==> config.mk <==
export PLATFORM = sky130hd
export DESIGN_NAME = minc_loader_flat
export DESIGN_NICKNAME = d
export VERILOG_FILES = /design/src/rtl/minc_loader_if.sv /design/src/rtl/minc_loader.sv /design/src/flat_wrapper.sv
export SDC_FILE = /design/constraint.sdc
export NUM_CORES = 1
export LEC_CHECK = 0
export BUFFER_PORTS_ARGS = -buffer_cell sky130_fd_sc_hd__buf_2
export CAP_MARGIN = 0
export CORE_MARGIN = 1.5
export CORE_UTILIZATION = 60
export CTS_CLUSTER_SIZE = 30
export DETAILED_ROUTE_END_ITERATION = 7
export PLACE_DENSITY = 0.8
export SETUP_SLACK_MARGIN = 0.5
export SLEW_MARGIN = 20
export SYNTH_ARGS = -nofsm -noshare
export SYNTH_HDL_FRONTEND = slang
export SYNTH_SLANG_ARGS = --single-unit
==> constraint.sdc <==
create_clock -name CLK -period 6 [get_ports CLK]
set_clock_uncertainty 0.2 [all_clocks]
set_input_delay 0.3 -clock CLK [delete_from_list [all_inputs] [get_ports CLK]]
set_output_delay 0.3 -clock CLK [all_outputs]
set_load 0.05 [all_outputs]
==> src/rtl/minc_loader_if.sv <==
// Instruction-ROM write port driven by minc_loader: one-cycle strobe with address and data.
interface minc_loader_if;
    logic        wr_en;
    logic [7:0]  wr_addr;
    logic [14:0] wr_data;

    modport master (output wr_en, wr_addr, wr_data);
    modport slave  (input  wr_en, wr_addr, wr_data);
endinterface

==> src/rtl/minc_loader.sv <==
// UART (8N1) program loader for the minc core: writes framed 15-bit words into ROM, then releases nRESET.
// Optional trailing checksum byte enabled by defining MINC_LOADER_CSUM_EN.
module minc_loader #(
    parameter int CLK_DIV = 16
) (
    input  logic          CLK,
    input  logic          RESET,
    input  logic          RXD,
    minc_loader_if.master rom,
    output logic          cpu_nreset,
    output logic          busy,
    output logic          err
);
    localparam int CNT_W = $clog2(CLK_DIV);
    localparam logic [CNT_W-1:0] CNT_HALF = CNT_W'(CLK_DIV / 2 - 1);
    localparam logic [CNT_W-1:0] CNT_FULL = CNT_W'(CLK_DIV - 1);
    localparam logic [7:0]       SYNC_BYTE = 8'hA5;

    typedef enum logic [1:0] {RX_IDLE, RX_START, RX_DATA, RX_STOP} rx_state_t;
    typedef enum logic [2:0] {LD_IDLE, LD_COUNT, LD_LO, LD_HI, LD_CSUM, LD_RUN} ld_state_t;

    logic             r_rxd_meta, r_rxd_sync, r_rxd_prev;
    logic             w_rx_fall;
    rx_state_t        r_rx_state;
    logic [CNT_W-1:0] r_rx_cnt;
    logic [2:0]       r_bit_idx;
    logic [7:0]       r_shift, r_byte;
    logic             r_byte_vld, r_frame_err;

    ld_state_t        r_ld_state;
    logic [7:0]       r_addr, r_left, r_lo;
`ifdef MINC_LOADER_CSUM_EN
    logic [7:0]       r_csum;
`endif
    logic             r_wr_en;
    logic [7:0]       r_wr_addr;
    logic [14:0]      r_wr_data;
    logic             r_cpu_nreset, r_busy, r_err;

    // Sync flops reset high so a line idling high never looks like a start edge after reset.
    always_ff @(posedge CLK) begin
        if (RESET) begin
            r_rxd_meta <= 1'b1;
            r_rxd_sync <= 1'b1;
            r_rxd_prev <= 1'b1;
        end else begin
            // NOTE: non-blocking assignments make each flop sample the previous stage's old value.
            r_rxd_meta <= RXD;
            r_rxd_sync <= r_rxd_meta;
            r_rxd_prev <= r_rxd_sync;
        end
    end

    assign w_rx_fall = r_rxd_prev & ~r_rxd_sync;

    always_ff @(posedge CLK) begin
        if (RESET) begin
            r_rx_state  <= RX_IDLE;
            r_rx_cnt    <= '0;
            r_bit_idx   <= '0;
            r_shift     <= '0;
            r_byte      <= '0;
            r_byte_vld  <= 1'b0;
            r_frame_err <= 1'b0;
        end else begin
            r_byte_vld  <= 1'b0;
            r_frame_err <= 1'b0;
            case (r_rx_state)
                RX_IDLE: begin
                    if (w_rx_fall) begin
                        r_rx_state <= RX_START;
                        r_rx_cnt   <= '0;
                    end
                end
                RX_START: begin
                    if (r_rx_cnt == CNT_HALF) begin
                        r_rx_cnt   <= '0;
                        r_bit_idx  <= '0;
                        r_rx_state <= r_rxd_sync ? RX_IDLE : RX_DATA;
                    end else begin
                        r_rx_cnt <= r_rx_cnt + CNT_W'(1);
                    end
                end
                RX_DATA: begin
                    if (r_rx_cnt == CNT_FULL) begin
                        r_rx_cnt  <= '0;
                        r_shift   <= {r_rxd_sync, r_shift[7:1]};
                        r_bit_idx <= r_bit_idx + 3'd1;
                        if (r_bit_idx == 3'd7) r_rx_state <= RX_STOP;
                    end else begin
                        r_rx_cnt <= r_rx_cnt + CNT_W'(1);
                    end
                end
                RX_STOP: begin
                    if (r_rx_cnt == CNT_FULL) begin
                        r_rx_cnt   <= '0;
                        r_rx_state <= RX_IDLE;
                        if (r_rxd_sync) begin
                            r_byte     <= r_shift;
                            r_byte_vld <= 1'b1;
                        end else begin
                            r_frame_err <= 1'b1;
                        end
                    end else begin
                        r_rx_cnt <= r_rx_cnt + CNT_W'(1);
                    end
                end
                default: r_rx_state <= RX_IDLE;
            endcase
        end
    end

    always_ff @(posedge CLK) begin
        if (RESET) begin
            r_ld_state   <= LD_IDLE;
            r_addr       <= '0;
            r_left       <= '0;
            r_lo         <= '0;
`ifdef MINC_LOADER_CSUM_EN
            r_csum       <= '0;
`endif
            r_wr_en      <= 1'b0;
            r_wr_addr    <= '0;
            r_wr_data    <= '0;
            r_cpu_nreset <= 1'b0;
            r_busy       <= 1'b0;
            r_err        <= 1'b0;
        end else begin
            r_wr_en <= 1'b0;
`ifndef MINC_LOADER_CSUM_EN
            // Release lags RUN entry by one cycle so it follows the final write strobe.
            if (r_ld_state == LD_RUN) r_cpu_nreset <= 1'b1;
`endif
            if (r_frame_err) begin
                r_err        <= 1'b1;
                r_ld_state   <= LD_IDLE;
                r_cpu_nreset <= 1'b0;
                r_busy       <= 1'b0;
            end else if (r_byte_vld) begin
                case (r_ld_state)
                    LD_IDLE, LD_RUN: begin
                        if (r_byte == SYNC_BYTE) begin
                            r_err        <= 1'b0;
                            r_addr       <= '0;
                            r_cpu_nreset <= 1'b0;
                            r_busy       <= 1'b1;
                            r_ld_state   <= LD_COUNT;
                        end
                    end
                    LD_COUNT: begin
                        r_left     <= r_byte - 8'd1;
`ifdef MINC_LOADER_CSUM_EN
                        r_csum     <= '0;
`endif
                        r_ld_state <= LD_LO;
                    end
                    LD_LO: begin
                        r_lo       <= r_byte;
`ifdef MINC_LOADER_CSUM_EN
                        r_csum     <= r_csum + r_byte;
`endif
                        r_ld_state <= LD_HI;
                    end
                    LD_HI: begin
                        r_wr_en   <= 1'b1;
                        r_wr_addr <= r_addr;
                        r_wr_data <= {r_byte[6:0], r_lo};
                        r_addr    <= r_addr + 8'd1;
`ifdef MINC_LOADER_CSUM_EN
                        r_csum    <= r_csum + r_byte;
`endif
                        if (r_left == 8'd0) begin
`ifdef MINC_LOADER_CSUM_EN
                            r_ld_state <= LD_CSUM;
`else
                            r_ld_state <= LD_RUN;
                            r_busy     <= 1'b0;
`endif
                        end else begin
                            r_left     <= r_left - 8'd1;
                            r_ld_state <= LD_LO;
                        end
                    end
`ifdef MINC_LOADER_CSUM_EN
                    LD_CSUM: begin
                        r_busy <= 1'b0;
                        if (r_byte == r_csum) begin
                            r_cpu_nreset <= 1'b1;
                            r_ld_state   <= LD_RUN;
                        end else begin
                            r_err      <= 1'b1;
                            r_ld_state <= LD_IDLE;
                        end
                    end
`endif
                    default: r_ld_state <= LD_IDLE;
                endcase
            end
        end
    end

    assign rom.wr_en   = r_wr_en;
    assign rom.wr_addr = r_wr_addr;
    assign rom.wr_data = r_wr_data;
    assign cpu_nreset  = r_cpu_nreset;
    assign busy        = r_busy;
    assign err         = r_err;
endmodule

==> src/flat_wrapper.sv <==
// flat-port wrapper written by rule: the top's interface ports become plain ports
module minc_loader_flat 
#(
    parameter int CLK_DIV = 16
)
  (CLK, RESET, RXD, cpu_nreset, busy, err, rom_wr_en, rom_wr_addr, rom_wr_data);
  minc_loader_if rom_i ();
  input  logic CLK;
  input  logic RESET;
  input  logic RXD;
  output logic cpu_nreset;
  output logic busy;
  output logic err;
  output wire logic [$bits(rom_i.wr_en)-1:0] rom_wr_en;
  output wire logic [$bits(rom_i.wr_addr)-1:0] rom_wr_addr;
  output wire logic [$bits(rom_i.wr_data)-1:0] rom_wr_data;
  assign rom_wr_en = rom_i.wr_en;
  assign rom_wr_addr = rom_i.wr_addr;
  assign rom_wr_data = rom_i.wr_data;
  minc_loader #(.CLK_DIV(CLK_DIV)) u_core (.CLK(CLK), .RESET(RESET), .RXD(RXD), .rom(rom_i), .cpu_nreset(cpu_nreset), .busy(busy), .err(err));
endmodule
-- Yosys cells after proc, flatten, opt, wreduce, memory -nomap -nowiden
Index checks and enable logic that the tools add are counted.
- add/subtract/negate cells: 5
- multiply operators: 0
- div/mod/pow operators: 0
- magnitude comparators: 0
- eq/ne operators: 19
- shift operators: 0
- muxes and demuxes: 35
- bitwise gates (word level): 6
- reduce and logical (&&, ||, !) cells: 25
- operators with widths (kind ; number):
    8-bit one-hot mux with 2 select lines ; 2
    8-bit two-way mux ; 2
    8-bit by 1-bit subtractor with 8-bit output, second input constant ; 2
    3-bit AND reduction ; 5
    2-bit by 1-bit != test with 1-bit output, second input constant ; 7
    1-bit two-way mux ; 13
    2-bit two-way mux ; 6
    3-bit two-way mux ; 4
    4-bit two-way mux ; 3
    3-bit one-hot mux with 4 select lines ; 1
    4-bit one-hot mux with 3 select lines ; 1
    4-bit AND reduction ; 3
    2-bit nonzero test ; 6
    8-bit by 1-bit adder with 8-bit output, second input constant ; 1
    8-bit == test, second input constant ; 1
    8-bit zero test ; 1
    2-bit one-hot mux with 4 select lines ; 1
    3-bit by 2-bit == test with 1-bit output, second input constant ; 2
    3-bit == test, second input constant ; 2
    3-bit one-hot mux with 2 select lines ; 1
    2-bit OR reduction ; 3
    3-bit OR reduction ; 2
    1-bit NOT ; 5
    5-bit AND reduction ; 1
    other kinds (13) ; 15
- register bits after elaboration: 84
- bits in latches: 0
- bits in writable memories: 0
- ROM bits: 0
- input bits: 3
- output and inout port bits: 27
- word-level logic and storage cells: 110
- memories kept: 0

-- Logic depth before layout (Yosys ltp)
Gate-level depths: netlist of run 1.
- word-level depth: 5
- gate-level depth with buffers: 11

-- Worst setup path before layout of run 1
No wires, ideal clock.
- path type: register to register
- start: register u_core.r_ld_state[0]
- end: register u_core.r_left[4]
- setup time: 0.070 ns
- arrival time: 2.433 ns
- required time: 5.730 ns
- path slack: 3.296 ns
- stages on the path, launching flop included: 12
- period minus slack after synthesis: 2.704 ns
- cells stage by stage: dfxtp_1 > buf_6 > and3b_2 > clkbuf_1 > buf_2 > mux2i_1 > ha_1 > nor3b_1 > mux2i_1 > nor4b_1 > a31oi_1 > a21oi_1
- cells in the longest elaborated chain, start to end: 3
- elaborated cells between the ends (all ways): 6
- ends and longest elaborated chain (item ; RTL line ; text):
    from (decl) ; minc_loader.sv:30 ; ld_state_t r_ld_state;
    from (signal assigned) ; minc_loader.sv:115 ; r_ld_state <= LD_IDLE;
    from (signal assigned) ; minc_loader.sv:136 ; r_ld_state <= LD_IDLE;
    from (signal assigned) ; minc_loader.sv:147 ; r_ld_state <= LD_COUNT;
    3-bit by 2-bit == test with 1-bit output or 3-bit by 1-bit == test with 1-bit output (tied branches) ; minc_loader.sv:140 ; case (r_ld_state)
    2-bit != test (no source line) or 2-bit nonzero test (tied branches) ; -- ;
    4-bit AND reduction (no source line) ; -- ;
    to (signal assigned) ; minc_loader.sv:151 ; r_left <= r_byte - 8'd1;
    to (signal assigned) ; minc_loader.sv:180 ; r_left <= r_left - 8'd1;
    to (decl) ; minc_loader.sv:31 ; logic [7:0] r_addr, r_left, r_lo;
Several ways; a longest one is shown, not always the timed one.
A chain may end at the register's enable or synchronous reset.

-- Worst setup path in the final report of run 1
Ends and elaborated chain as after synthesis.

==> results.json, run 1 <==
{
  "run_status": "finished, final reports clean",
  "m1WireLength_um": 3550,
  "rsz0062_at_grt": "no",
  "final_common_cell": "dfxtp_1",
  "post-place-ws_ns": 3.17,
  "start_util": 0.632,
  "wl_met3_um": 309,
  "vias_per_cell": 5.79,
  "syn_area_um2": 3790,
  "postRouteAntennaNets": 0,
  "critical-path-max-stage-delay_ns": 0.63,
  "fmax_ghz": 0.347,
  "io_pins": 30,
  "tns_ns": 0,
  "cts_resized": 0,
  "p_clk_frac": 0.367,
  "yosysTopAreaCellShare": 0.444,
  "htreeDepth": 3,
  "avgSynthCellArea_um2": 8.72,
  "worst_ep_arrival_time_ns": 2.96,
  "post-route-period-util": 0.480,
  "drive_gt1_frac": 0.140,
  "fin_nets": 459,
  "place.gp.congestion": 0.880,
  "grt_pass1_vias": 2811,
  "p_sw_uw": 250,
  "internal_power_uw": 735,
  "hp-class": "register to register",
  "min_from": "u_core.r_rxd_meta$_SDFF_PP1_",
  "fin_ws_ns": 3.12,
  "synth-edff-count": 0,
  "slowest_stage": "dfxtp_1",
  "p_leak_nw": 1.58,
  "synthTopCellsByArea": "dfxtp_1 (44%), mux2i_1 (8.2%), nand2_1 (6.3%)",
  "max-vdd-ir-drop_v": 0.000150,
  "wl_per_cell_um": 14.6,
  "placed_cell_area_um2": 3890,
  "drt_iter0_drc": 230,
  "grt.total_usage": 0.245,
  "setup_viol": 0,
  "final_area_um2": 4080,
  "dp.cells": 514,
  "slew_headroom": 0.397,
  "core_um2": 5990,
  "rrSetupSlack_ns": 3.12,
  "dr.max_layer_used": "met4",
  "clkTransAtPathRegs_ns": 0.08,
  "path_buf_inv": 0,
  "clock_latency_ns": 0.36,
  "hold_depth": 1,
  "critPathKind": "register to register",
  "finalNonFillerCells": 531,
  "cp_max_fo": 16,
  "numCtsBuffers": 9,
  "ys_seq_elements": 84,
  "diodes": 0,
  "port_buffers": 29,
  "num_vias": 3073,
  "die_h_um": 82.4,
  "powerDensity_nw_per_um2": 242,
  "period_needed_ns": 2.88,
  "synthArstFlopShare": 0,
  "yosys_most_used_dff": "dfxtp_1",
  "cts_tree": "built",
  "power_frac_comb": 0.050,
  "crit_required_ns": 6.08,
  "worstRegToRegCells": 8,
  "wl_met2_um": 3750,
  "clock_sinks": 84,
  "root_buffer": "clkbuf_8",
  "dieArea_um2": 6800,
  "cap_violations": 0,
  "synth-seq-area-share": 0.444,
  "synth_cell_types": 55,
  "antenna_found_initial": 0,
  "drc": 0,
  "area_delta_synth_final_pct": 7.67,
  "p_sw_frac": 0.254,
  "cp-end-kind": "register",
  "mostFrequentLayoutCells": "dfxtp_1 (84), nand2_1 (64), nor2_1 (58)",
  "reg2reg_to": "u_core.r_left[4]$_SDFFE_PP0P_",
  "clockBufferDepth": 2,
  "finalWirelength_um": 7750,
  "slew_viol_final": 0,
  "synthCells": 434,
  "worstPathCellList": "and3b_2 -> mux2i_1 -> ha_1 -> nor3b_1 -> mux2i_1 -> nor4b_1 -> a31oi_1 -> a21oi_1",
  "grt.overflow.total": 0,
  "fillCellCount": 497,
  "tightestPinTransition_ns": 0.903,
  "grt_max_degree": 76,
  "drt_pre_antenna_iters": 4,
  "rows": 28,
  "grt_pass1_wl_um": 12700,
  "yosysTopAreaCell": "dfxtp_1",
  "synth_nets": 442,
  "worstSetupStartpointType": "register",
  "dpl.hpwl_um": 5040,
  "die_w_um": 82.4,
  "yosys_warnings": 0,
  "hold_end": "u_core.r_rxd_sync$_SDFF_PP1_",
  "timing.rr.start": "u_core.r_ld_state[0]$_SDFFE_PP0P_",
  "seqPwrFrac": 0.582,
  "cpMostUsedCell": "mux2i_1",
  "hold_viol": 0,
  "critPathTopFamily": "simple AND/OR/NAND/NOR gates"
}
==> Yosys cell counts (2+ instances only) <==
cell       number
ha_1            5
or3_1           2
and3_1          4
dfxtp_1        84
a21oi_1        43
nand4_1         3
buf_6           5
or4_1           6
o22ai_1         2
nand2_1        64
buf_4           2
o21ai_0        14
nor2_1         58
nor4b_1         2
o211ai_1        2
a31oi_1         4
nor2b_1         3
a22oi_1         5
nor3_1          7
and2_1          3
nand4bb_1       2
nor3b_1         2
mux2i_1        31
inv_1           4
nand3_1        13
xor2_1          8
clkbuf_1       18
o31ai_1         7
or2_2           5
==> flip-flops by register name (all words and copies together) (netlist names), 3 cells and up, named ones only <==
name and cells:
u_core.r_rx_cnt 4, u_core.rom.wr_addr 8, u_core.r_bit_idx 3, u_core.r_byte 8, u_core.r_ld_state 3, u_core.rom.wr_data 15
u_core.r_shift 8, u_core.r_left 8, u_core.r_addr 8, u_core.r_lo 8
==> routing by layer <==
metal  vias to the layer above  track usage
li1                       1547            -
met1                      1453        0.295
met2                        61        0.419
met3                        12       0.0462
met4                         0        0.115
met5                         -            0
==> cell families (layout without fill, tap and decap cells) <==
group	after synthesis	after routing	share of synthesized area
fa+ha+maj	5	5	0.0165
simple gates	185	185	0.238
mux	32	32	0.0849
compound gates	88	88	0.145
flops	84	84	0.444
xor+xnor	9	9	0.0258
buf+inv	31	53	0.0456
==> how the worst max path moves through the flow <==
stage / cells after the start / start / slack, ns / to
finish: 8 / u_core.r_ld_state[0]$_SDFFE_PP0P_ / 3.12 / u_core.r_left[4]$_SDFFE_PP0P_
global route: 8 / u_core.r_ld_state[0]$_SDFFE_PP0P_ / 2.87 / u_core.r_left[4]$_SDFFE_PP0P_
CTS: 8 / u_core.r_ld_state[0]$_SDFFE_PP0P_ / 3.13 / u_core.r_left[4]$_SDFFE_PP0P_
detailed placement: 8 / u_core.r_ld_state[0]$_SDFFE_PP0P_ / 3.17 / u_core.r_left[4]$_SDFFE_PP0P_
global placement: 8 / u_core.r_ld_state[0]$_SDFFE_PP0P_ / 3.26 / u_core.r_left[4]$_SDFFE_PP0P_
floorplan: 11 / u_core.r_ld_state[0]$_SDFFE_PP0P_ / 3.30 / u_core.r_left[4]$_SDFFE_PP0P_
==> power groups by stage <==
stage	combinational, mW	sequential (mW)	clock, mW
finish	0.0495	0.574	0.362
global route	0.0553	0.575	0.389
CTS	0.0489	0.573	0.367
detailed placement	0.0482	0.586	0
global placement	0.0477	0.586	0
floorplan	0.0447	0.582	0
==> stage by stage <==
stage	util	hold WS, ns	power (mW)
2_1_floorplan	-	0.189	0.626
3_3_place_gp	0.649	0.194	0.634
3_5_place_dp	0.649	0.196	0.635
4_1_cts	0.680	0.221	0.990
5_1_grt	0.680	0.227	1.02
6_report	0.680	0.219	0.985
==> cell type report <==
cell class | count | area [µm²] | share of cell area
Tap cell | 75 | 93.8 | 0.0230
Sequential cell | 84 | 1680 | 0.413
Timing Repair Buffer | 33 | 178 | 0.0436
Multi-Input combinational cell | 319 | 1930 | 0.474
Clock buffer | 9 | 124 | 0.0304
Inverter | 4 | 15.0 | 0.00368
Clock inverter | 7 | 52.6 | 0.0129
==> repair_timing <==
action	CTS	global route
setup buffers	0	0
hold endpoints to repair	1	0
setup endpoints to repair	0	0
hold buffers	1	0
Note: power is estimated with default switching activity, not from simulation.
==> run 2: changes to the inputs <==
--- a/config.mk
+++ b/config.mk
@@ -8,10 +8,10 @@
 export BUFFER_PORTS_ARGS = -buffer_cell sky130_fd_sc_hd__buf_2
 export CAP_MARGIN = 0
 export CORE_MARGIN = 1.5
-export CORE_UTILIZATION = 60
+export CORE_UTILIZATION = 53
 export CTS_CLUSTER_SIZE = 30
 export DETAILED_ROUTE_END_ITERATION = 7
-export PLACE_DENSITY = 0.8
+export PLACE_DENSITY = 0.75
 export SETUP_SLACK_MARGIN = 0.5
 export SLEW_MARGIN = 20
 export SYNTH_ARGS = -nofsm -noshare
==> constraint.sdc (replaced) <==
create_clock -name CLK -period 2.5 [get_ports CLK]
set_clock_uncertainty 0.2 [all_clocks]
set_input_delay 0.125 -clock CLK [delete_from_list [all_inputs] [get_ports CLK]]
set_output_delay 0.125 -clock CLK [all_outputs]
set_load 0.05 [all_outputs]
==> run 2 against run 1 <==
Compared with the run above: design area increased by 11%; first-iteration DRC count decreased by 12%; clock-buffer cell count unchanged; sequential share of layout area decreased by 3.5 points; sequential power increased by 140%; core utilization decreased by 2.2 points; largest cell class unchanged.
==> results.json, run 2 (synthesis results as in run 1) <==
{
  "core_um2": 6870,
  "tightestPinTransition_ns": 0.602,
  "fin_nets": 489,
  "dieArea_um2": 7660,
  "clock_latency_ns": 0.36,
  "diodes": 0,
  "worstSetupStartpointType": "register",
  "hp-class": "primary input to register",
  "cts_tree": "built",
  "p_leak_nw": 1.76,
  "drt_pre_antenna_iters": 5,
  "wl_per_cell_um": 15.1,
  "final_util": 0.659,
  "io_pins": 30,
  "fmax_ghz": 0.445,
  "clkTransAtPathRegs_ns": 0.10,
  "seqPwrFrac": 0.557,
  "drc": 0,
  "p_clk_frac": 0.388,
  "area_delta_synth_final_pct": 19.5,
  "grt_pass1_wl_um": 13600,
  "clock_sinks": 84,
  "setup_viol": 0,
  "rsz0062_at_grt": "yes",
  "cp_max_fo": 4,
  "grt.total_usage": 0.226,
  "htreeDepth": 3,
  "tns_ns": 0,
  "cpMostUsedCell": "mux2i_2",
  "die_h_um": 87.5,
  "clockBufferDepth": 2,
  "post-place-ws_ns": 0.0756,
  "cap_violations": 0,
  "largest_reg_flops": 15,
  "grt_pass1_vias": 2891,
  "rows": 30,
  "slowest_stage": "dfxtp_1",
  "crit_required_ns": 2.59,
  "fin_ws_ns": 0.251,
  "final_common_cell": "dfxtp_1",
  "dpl.hpwl_um": 5510,
  "powerDensity_nw_per_um2": 543,
  "p_sw_frac": 0.271,
  "postRouteAntennaNets": 0,
  "worstPathCellList": "and3b_2 -> mux2i_2 -> ha_2 -> nor3b_4 -> mux2i_2 -> nor4b_2 -> a31oi_1 -> a21oi_1",
  "worst_ep_arrival_time_ns": 2.34,
  "post-route-period-util": 0.900,
  "cp-end-kind": "register",
  "period_needed_ns": 2.25,
  "total_power_mw": 2.46,
  "die_w_um": 87.5,
  "grt_max_degree": 45,
  "mostFrequentLayoutCells": "dfxtp_1 (75), nand2_1 (64), nor2_1 (56)",
  "slew_headroom": 0.599,
  "p_sw_uw": 667,
  "internal_power_mw": 1.79,
  "power_frac_comb": 0.055,
  "root_buffer": "clkbuf_8",
  "port_buffers": 29,
  "critPathKind": "register to register",
  "antenna_found_initial": 0,
  "num_vias": 3253,
  "numCtsBuffers": 9,
  "vias_per_cell": 5.59,
  "finalWirelength_um": 8780,
  "critical-path-max-stage-delay_ns": 0.32,
  "drt_iter0_drc": 202,
  "hold_viol": 0,
  "max-vdd-ir-drop_v": 0.000465,
  "place.gp.congestion": 0.881,
  "drive_gt1_frac": 0.257,
  "grt.overflow.total": 0,
  "slew_viol_final": 0,
  "run_status": "finished, final reports clean",
  "start_util": 0.551
}
run 2: layout make-up:
| type | count | area (µm²) |
|---|---|---|
| fillers | 558 | 2340 |
| multi-input cells | 319 | 2080 |
| clock buffers | 9 | 124 |
| clock inverters | 7 | 73.8 |
| repair buffers | 63 | 408 |
| flip-flops and latches | 84 | 1710 |
| well taps | 96 | 120 |
| inverters | 4 | 15.0 |
run 2: layer usage:
layer	wire (µm)	vias up	GRT usage
met5	0	-	0
met4	117	0	0.0736
met3	358	15	0.0512
met2	4330	74	0.371
met1	3970	1553	0.294
li1	-	1611	-
run 2: path summary, 6_finish.rpt:
kind / startpoint / end / slack [ns] / depth (start not counted)
setup / recovery: u_core.r_ld_state[2]$_SDFFE_PP0P_ / u_core.r_left[4]$_SDFFE_PP0P_ / 0.25 / 8
hold reg to reg: u_core.r_rxd_meta$_SDFF_PP1_ / u_core.r_rxd_sync$_SDFF_PP1_ / 0.22 / 1
hold / removal: RESET / u_core.err$_SDFFE_PP0P_ / 0.05 / 2
setup reg to reg: u_core.r_ld_state[2]$_SDFFE_PP0P_ / u_core.r_left[4]$_SDFFE_PP0P_ / 0.25 / 8
run 2: repair_timing:
action	in CTS	in global routing
gates cloned	0	1
gates resized for setup	10	30
setup endpoints to repair	14	40
pin swaps	5	5
endpoints found under the hold margin	1	0
setup buffers	15	6
hold buffers	1	0
run 2: worst max-delay path: cells and delay by family, from the launching register on:
kind            cells  cell delay (ns)
compound gates      2             0.21
fa+ha+maj           1             0.25
flops               1             0.32
mux                 2             0.40
simple gates        3             0.79
run 2: stage by stage:
step / cell area [µm²] / cells / hold WS [ns]
after floorplan: 3830 / 434 / 0.0288
after detailed placement: 4010 / 543 / 0.116
after global placement: 4010 / 543 / 0.114
after CTS: 4360 / 575 / 0.0428
after global routing: 4530 / 582 / 0.0641
final: 4530 / 582 / 0.0529
run 2: power by group through the flow:
| stage | clock [mW] | combinational, mW | sequential, mW |
|---|---|---|---|
| global placement | 0 | 0.121 | 1.40 |
| global route | 1.03 | 0.147 | 1.37 |
| detailed placement | 0 | 0.123 | 1.40 |
| CTS | 0.972 | 0.126 | 1.37 |
| floorplan | 0 | 0.107 | 1.39 |
| finish | 0.954 | 0.134 | 1.37 |
==> run 3: changes to the inputs <==
--- a/config.mk
+++ b/config.mk
@@ -7,11 +7,12 @@
 export LEC_CHECK = 0
 export BUFFER_PORTS_ARGS = -buffer_cell sky130_fd_sc_hd__buf_2
 export CAP_MARGIN = 0
+export CORE_ASPECT_RATIO = 2
 export CORE_MARGIN = 1.5
 export CORE_UTILIZATION = 53
 export CTS_CLUSTER_SIZE = 30
 export DETAILED_ROUTE_END_ITERATION = 7
-export PLACE_DENSITY = 0.75
+export PLACE_DENSITY_LB_ADDON = 0.15
 export SETUP_SLACK_MARGIN = 0.5
 export SLEW_MARGIN = 20
 export SYNTH_ARGS = -nofsm -noshare
==> run 3 against run 2 <==
Compared with the run above: combinational power about the same; global-route usage increased by 1.7 points; non-clock buffer count decreased by 4; sequential power about the same; design area increased by 1.0%; routed wire length increased by 3.6%; register-to-register slack about the same; largest power group unchanged; critical endpoint unchanged; maximum frequency increased by 0.60%; worst hold slack improved by 0.018 ns; largest cell class unchanged.
==> results.json, run 3 (synthesis results as in run 1) <==
{
  "grt_pass1_wl_um": 14600,
  "ff_latch_area_um2": 1700,
  "dpl.hpwl_um": 6080,
  "htreeDepth": 3,
  "rrSetupSlack_ns": 0.26,
  "p_leak_nw": 1.80,
  "post-route-period-util": 0.894,
  "slew_viol_final": 0,
  "drc": 0,
  "antenna_found_initial": 0,
  "dp.cells": 543,
  "vias_per_cell": 5.67,
  "hold_slack_ns": 0.0705,
  "area_delta_synth_final_pct": 20.7,
  "clockBufferDepth": 2,
  "worstRegToRegCells": 8,
  "largest_reg_flops": 15,
  "drt_iter0_drc": 243,
  "worstSetupStartpointType": "register",
  "final_common_cell": "dfxtp_1",
  "worstPathCellList": "and3b_2 -> mux2i_1 -> ha_2 -> nor3b_4 -> mux2i_2 -> nor4b_2 -> a31oi_1 -> a21oi_1",
  "worst_ep_arrival_time_ns": 2.31,
  "grt.total_usage": 0.243,
  "endpoint": "u_core.r_left[4]$_SDFFE_PP0P_",
  "die_w_um": 62.8,
  "drive_gt1_frac": 0.234,
  "crit_required_ns": 2.58,
  "wl_per_cell_um": 15.9,
  "powerDensity_nw_per_um2": 629,
  "cp-end-kind": "register",
  "finalNonFillerCells": 572,
  "clock_sinks": 84,
  "fin_nets": 485,
  "diodes": 0,
  "reg2reg_to": "u_core.r_left[4]$_SDFFE_PP0P_",
  "place.gp.congestion": 0.834,
  "slowest_stage": "dfxtp_1",
  "grt.overflow.total": 0,
  "start_util": 0.546,
  "port_buffers": 29,
  "rsz0062_at_grt": "yes",
  "dieArea_um2": 7690,
  "fmax_ghz": 0.447,
  "tns_ns": 0,
  "hold_viol": 0,
  "root_buffer": "clkbuf_16",
  "critical-path-max-stage-delay_ns": 0.31,
  "cp_max_fo": 5,
  "period_needed_ns": 2.24,
  "drt_pre_antenna_iters": 4,
  "cap_violations": 0,
  "die_h_um": 123,
  "finalWirelength_um": 9100,
  "numCtsBuffers": 9,
  "setup_viol": 0,
  "max-vdd-ir-drop_v": 0.000664,
  "hp-class": "primary input to register",
  "clock_latency_ns": 0.34,
  "grt_max_degree": 33,
  "core_um2": 6940,
  "fillCellCount": 574,
  "grt_pass1_vias": 3107,
  "slew_headroom": 0.609,
  "timing.rr.start": "u_core.r_ld_state[2]$_SDFFE_PP0P_",
  "run_status": "finished, final reports clean",
  "cts_tree": "built",
  "io_pins": 30,
  "postRouteAntennaNets": 0,
  "tightestPinTransition_ns": 0.587,
  "mostFrequentLayoutCells": "dfxtp_1 (76), nand2_1 (63), nor2_1 (56)",
  "startpoint": "u_core.r_ld_state[2]$_SDFFE_PP0P_",
  "num_vias": 3243,
  "multiInputGateArea_um2": 2050,
  "clkTransAtPathRegs_ns": 0.06,
  "rows": 43,
  "critPathKind": "register to register"
}
-- run 3: cell count changes in the layout (fill, tap and decap cells not counted), sizes merged --
cell / delta
clkinv: -2
buf: -4
inv: -5
bufinv: +1
clkbuf: +6
-- run 3: critical path, delay by kind of cell (launching register included) --
kind                       cells  cell delay (ns)
AOI/OAI and AO/OA              2             0.21
adders and majority gates      1             0.26
muxes                          2             0.40
and+or+nand+nor                3             0.80
DFF                            1             0.31
-- run 3: metrics by stage --
step / cell area [µm²] / power (mW) / setup slack (ns) / util
floorplan: 3830 / 1.50 / 0.177 / -
global placement: 4050 / 1.53 / 0.242 / 0.583
detailed placement: 4050 / 1.53 / 0.144 / 0.583
CTS: 4470 / 2.89 / 0.339 / 0.644
global route: 4570 / 2.96 / 0.187 / 0.659
finish: 4570 / 2.87 / 0.265 / 0.659
-- run 3: worst min path at each step --
stage / from / to / slack, ns / depth (start not counted)
global route: RESET / u_core.r_bit_idx[0]$_SDFFE_PP0P_ / 0.11 / 2
detailed placement: RXD / u_core.r_rxd_meta$_SDFF_PP1_ / 0.12 / 2
global placement: RXD / u_core.r_rxd_meta$_SDFF_PP1_ / 0.11 / 2
floorplan: RXD / u_core.r_rxd_meta$_SDFF_PP1_ / 0.03 / 1
CTS: RESET / u_core.r_bit_idx[2]$_SDFFE_PP0P_ / 0.07 / 2
finish: RESET / u_core.r_bit_idx[2]$_SDFFE_PP0P_ / 0.07 / 2
-- run 3: metal layers --
| layer | vias up | track usage | wire length, µm |
|---|---|---|---|
| met5 | - | 0 | 0 |
| met4 | 0 | 0.126 | 254 |
| met3 | 22 | 0.0532 | 347 |
| met2 | 91 | 0.446 | 5000 |
| met1 | 1524 | 0.257 | 3500 |
| li1 | 1606 | - | - |
-- run 3: cell type report --
cell class / instances / share of cell area
multi-input combinational: 319 / 0.448
sequential: 84 / 0.373
timing repair buffer: 59 / 0.0840
clock buffer: 15 / 0.0608
tap: 90 / 0.0246
clock inverter: 1 / 0.00657
inverter: 4 / 0.00328
-- run 3: timing repair --
action	CTS	global route
resized for setup	15	19
endpoints found under the hold margin	1	0
pin swaps	4	6
setup buffers	7	5
setup endpoints to repair	18	23
hold buffers	1	0
-- run 3: report_power, final --
group,internal (mW),total [mW],leakage [nW],switching (mW)
registers,1.35,1.38,0.683,0.0272
clock network,0.857,1.36,0.150,0.505
logic,0.0501,0.134,0.968,0.0842
total,2.26,2.87,1.80,0.616
